--- src/rtl/icache_direct.sv ---
// icache_direct: direct-mapped read-only instruction cache, one word per line
// Ports:
//   CLK, nRST          clock, synchronous active-low reset
//   imemREN/imemaddr   fetch request and byte address from the pipeline
//   imemload/ihit      fetched word and same-cycle hit indication
//   flush              invalidate every line at the next edge
//   iREN/iaddr         word read request to the memory controller
//   iwait/iload        memory busy flag and returned read data
//   hit_count/miss_count  statistics counters, present only with ICACHE_STATS_EN
module icache_direct #(
  parameter int SETS  = 16,
  parameter int IDX_W = 4
) (
  input  logic        CLK,
  input  logic        nRST,
  input  logic        imemREN,
  input  logic [31:0] imemaddr,
  output logic [31:0] imemload,
  output logic        ihit,
  input  logic        flush,
  output logic        iREN,
  output logic [31:0] iaddr,
  input  logic        iwait,
  input  logic [31:0] iload
`ifdef ICACHE_STATS_EN
  ,
  output logic [31:0] hit_count,
  output logic [31:0] miss_count
`endif
);
  localparam int TAG_W = 30 - IDX_W;
  typedef enum logic {IDLE, FILL} state_t;
  state_t            state_q, state_d;
  logic [31:0]       fill_addr_q, fill_addr_d;
  logic [SETS-1:0]   valid_q, valid_d;
  logic [TAG_W-1:0]  tag_q [SETS];
  logic [31:0]       data_q [SETS];
  logic [IDX_W-1:0]  idx, fill_idx;
  logic [TAG_W-1:0]  tag, fill_tag;
  logic              hit, start, fill_done;
  logic              unused_ok;
  assign unused_ok = ^imemaddr[1:0];
  assign idx       = imemaddr[IDX_W+1:2];
  assign tag       = imemaddr[31:IDX_W+2];
  assign fill_idx  = fill_addr_q[IDX_W+1:2];
  assign fill_tag  = fill_addr_q[31:IDX_W+2];
  assign hit       = state_q == IDLE && imemREN && valid_q[idx] && tag_q[idx] == tag;
  assign start     = state_q == IDLE && imemREN && !hit && !flush;
  assign fill_done = state_q == FILL && !iwait;
  assign ihit      = hit;
  assign imemload  = hit ? data_q[idx] : '0;
  assign iREN      = state_q == FILL;
  assign iaddr     = fill_addr_q;
  always_comb begin
    state_d     = start ? FILL : fill_done ? IDLE : state_q;
    fill_addr_d = start ? {imemaddr[31:2], 2'b00} : fill_addr_q;
    // flush overrides a completing fill so the just-filled line stays invalid
    valid_d     = flush ? '0 : fill_done ? valid_q | (SETS'(1) << fill_idx) : valid_q;
  end
  always_ff @(posedge CLK) begin
    if (!nRST) begin
      state_q     <= IDLE;
      fill_addr_q <= '0;
      valid_q     <= '0;
    end else begin
      state_q     <= state_d;
      fill_addr_q <= fill_addr_d;
      valid_q     <= valid_d;
    end
  end
  // tag/data need no reset: they are only observed through a valid bit
  always_ff @(posedge CLK) begin
    if (nRST && fill_done) begin
      tag_q[fill_idx]  <= fill_tag;
      data_q[fill_idx] <= iload;
    end
  end
`ifdef ICACHE_STATS_EN
  always_ff @(posedge CLK) begin
    if (!nRST) begin
      hit_count  <= '0;
      miss_count <= '0;
    end else begin
      hit_count  <= hit_count + 32'(hit);
      miss_count <= miss_count + 32'(start);
    end
  end
`endif
endmodule
--- config.mk ---
export PLATFORM = sky130hd
export DESIGN_NAME = icache_direct
export DESIGN_NICKNAME = d
export VERILOG_FILES = /design/src/rtl/icache_direct.sv
export SDC_FILE = /design/constraint.sdc
export NUM_CORES = 1
export LEC_CHECK = 0
export CAP_MARGIN = 0
export CELL_PAD_IN_SITES_DETAIL_PLACEMENT = 1
export CELL_PAD_IN_SITES_GLOBAL_PLACEMENT = 2
export CORE_MARGIN = 2
export CORE_UTILIZATION = 48
export DETAILED_ROUTE_END_ITERATION = 7
export MAX_ROUTING_LAYER = met4
export PLACE_DENSITY = 0.86
export SLEW_MARGIN = 10
export SYNTH_ARGS = -nofsm -noshare
export SYNTH_HDL_FRONTEND = slang
export SYNTH_SLANG_ARGS = --single-unit
--- constraint.sdc ---
create_clock -name CLK -period 9.8 [get_ports CLK]
set_input_delay 2.94 -clock CLK [delete_from_list [all_inputs] [get_ports CLK]]
set_output_delay 2.94 -clock CLK [all_outputs]
set_load 0.02 [all_outputs]
==> results.json <==
{
  "synth_seq_area_share_pct": 74.9,
  "wirelength_um": 101000,
  "max_freq_mhz": 104,
  "max_stage_delay_ns": 0.64,
  "slew_headroom_pct": 25.4,
  "skew_ns": 0.0319,
  "start_kind": "primary input",
  "start_util_pct": 48.6,
  "fin_tns_setup_ns": 0,
  "vias": 20021,
  "holdBufCountCts": 0,
  "synthDominantCellAreaShare_pct": 72.4,
  "place_area_um2": 41200,
  "cts_made_buffers": 97,
  "std_cell_rows": 103,
  "fin_util_pct": 56.2,
  "finalCritPeriodShare_pct": 98.4,
  "status": "completed",
  "rr_worst_depth": 3,
  "whs_path_depth": 2,
  "crit_slowest_cell": "clkdlybuf4s50_1",
  "cts_root_buffer": "clkbuf_16",
  "critPathMostFrequentCell": "buf_12",
  "antenna_found_initial": 4,
  "setup_violations": 0,
  "synth_common_cells": "edfxtp_1 (928), mux4_2 (257), mux2i_1 (65)",
  "worstHoldStart": "valid_q[0]$_SDFFE_PP0P_",
  "cp.arrival_ns": 6.70,
  "cts_tree": "done",
  "fin_crit_ns": 9.64,
  "drv_slew": 0,
  "ys.flop_type": "edfxtp_1",
  "fin_hold_ws_ns": 0.479,
  "hpwl_um": 53800,
  "clock_sinks": 975,
  "hold_path.class": "flop to flop",
  "clk_pin_slew_ns": 0.06,
  "worstReg2RegStart": "iaddr[3]$_SDFFE_PN0P_",
  "place.gp.congestion": 0.841,
  "cp_max_fo": 33,
  "r2r_slack_ns": 6.35,
  "wl_per_cell_um": 32.3,
  "power.leakage_nw": 14.2,
  "grt_overflow": 0,
  "synth_edf_count": 928,
  "r2r-end": "tag_q[11][8]$_DFFE_PP_",
  "dp_worst_setup_slack_ns": 0.0607,
  "core_area_um2": 79100,
  "final_area_um2": 44500,
  "h-tree-depth": 3,
  "yosysTopAreaCell": "edfxtp_1",
  "synth-seq-cells": 975,
  "die_area_um2": 82500,
  "synthArstFlopShare_pct": 0,
  "fin_nets": 2065,
  "cp_cell_sequence": "buf_8, buf_12, buf_4, mux2i_1, a22oi_1, a221o_1, o2111ai_1, nor3b_1, nand4_1, nand4bb_2, buf_12, nor2b_1, clkdlybuf4s50_1",
  "drtIter0Drc": 2239,
  "dpl.cell_count": 2946,
  "min_to": "valid_q[0]$_SDFFE_PP0P_",
  "synth_cells": 1818,
  "ios": 135,
  "area_delta_synth_final_pct": 15.6,
  "final_cells": 3135,
  "port_buffers": 130,
  "grt_max_degree": 114,
  "via_per_inst": 6.39,
  "hold_viol_final": 0,
  "synth_area_um2": 38500,
  "worst_slack_ns": 0.157,
  "ant_nets": 0,
  "synth.most_common_cell": "edfxtp_1",
  "drive_gt1_share_pct": 24.6,
  "syn_avg_cell_area_um2": 21.2,
  "die_w_um": 287,
  "cp.required_ns": 6.86,
  "grt_use_total_pct": 25.7,
  "p_per_area_nw_per_um2": 198,
  "worstMarginPinSlew_ns": 1.12,
  "irDropWorstVdd_mv": 0.209,
  "synthTopCellsByArea": "edfxtp_1 (72%), mux4_2 (15%), dfxtp_1 (2.4%), mux2i_1 (1.7%), nand4_1 (1.0%)",
  "cts_buffer_depth": 3,
  "grt_pass1_wl_um": 148000,
  "totalPowerFinal_mw": 8.82,
  "endpoint_kind": "output pin",
  "drc_errors": 0,
  "ys_warn_count": 0,
  "drv_cap": 0,
  "clock_latency_ns": 0.66,
  "synth.distinct_cells": 63,
  "drt_pre_antenna_iters": 6,
  "nFillCells": 6830,
  "grt_pass1_vias": 21244,
  "die_h_um": 287,
  "worstSetupPathType": "primary input to output pin"
}
==> what timing repair did <==
action                                  4_1_cts  5_1_grt
setup buffers                                 0        0
resized for setup                             0        9
endpoints found under the setup margin        0       32
==> critical path: cells and delay by family <==
family          cells  cell delay, ns
mux                 1            0.31
buf+inv             5            1.60
simple gates        4            0.94
compound gates      3            0.82
==> report_power, final <==
part / switching, mW / internal (mW) / leakage, nW / total (mW)
combinational: 0.251 / 0.202 / 3.68 / 0.453
sequential: 0.0626 / 4.60 / 8.98 / 4.66
clock: 1.61 / 2.10 / 1.54 / 3.71
==> cell type report <==
| type | count | area [um^2] | share of cell area (%) |
|---|---|---|---|
| repair buffers | 198 | 1940 | 4.37 |
| clock buffers | 119 | 2540 | 5.71 |
| diodes | 5 | 12.5 | 0.0281 |
| inverters | 7 | 28.8 | 0.0647 |
| flip-flops and latches | 975 | 28800 | 64.7 |
| well taps | 1050 | 1310 | 2.95 |
| clock inverters | 64 | 651 | 1.46 |
| multi-input cells | 717 | 9200 | 20.7 |
==> cell families after synthesis <==
group / synth area share (%)
compound gates: 2.10
flops: 74.9
simple gates: 3.95
mux: 17.0
xor+xnor: 0.478
other cells: 0.00974
buf+inv: 1.64
==> routing by layer <==
metal  vias up  GRT usage (%)  wire length [um]
met3       176           4.82              8490
met1     10760           34.5             39700
li1       8062              -                 -
met2      1023           40.7             50700
met5         -              -                 0
met4         0           7.06              2380
==> registers in the layout (all words and copies together) (netlist names) <==
| register | count |
|---|---|
| tag_q | 416 |
| iaddr | 30 |
| valid_q | 16 |
| data_q | 512 |
| iREN | 1 |
==> layout by cell type, fill, tap and decap left out, drive strengths merged, types with 6 or more instances in the layout <==
cell type and n:
edfxtp 928, clkinvlp 7, a22oi 6, nand2b 8, xor2 10, dfxtp 47
buf 73, nand3 8, mux4 257, a221oi 8, clkbuf 119, clkdlybuf4s50 123
xnor2 11, clkinv 46, a21oi 15, bufinv 9, o2111ai 31, nor2b 40
nor3 9, nor2 40, nand4b 29, mux2 8, nand2 45, mux2i 65
nand4 64, inv 9
==> how the worst max path moves through the flow <==
stage,cells past startpoint,start,end
finish,13,imemaddr[2],imemload[29]
global route,13,imemaddr[2],imemload[16]
CTS,13,imemaddr[2],imemload[24]
detailed placement,12,imemaddr[2],imemload[24]
global placement,12,imemaddr[2],imemload[27]
floorplan,11,imemaddr[2],imemload[10]
(Power assumes the default switching activity.)
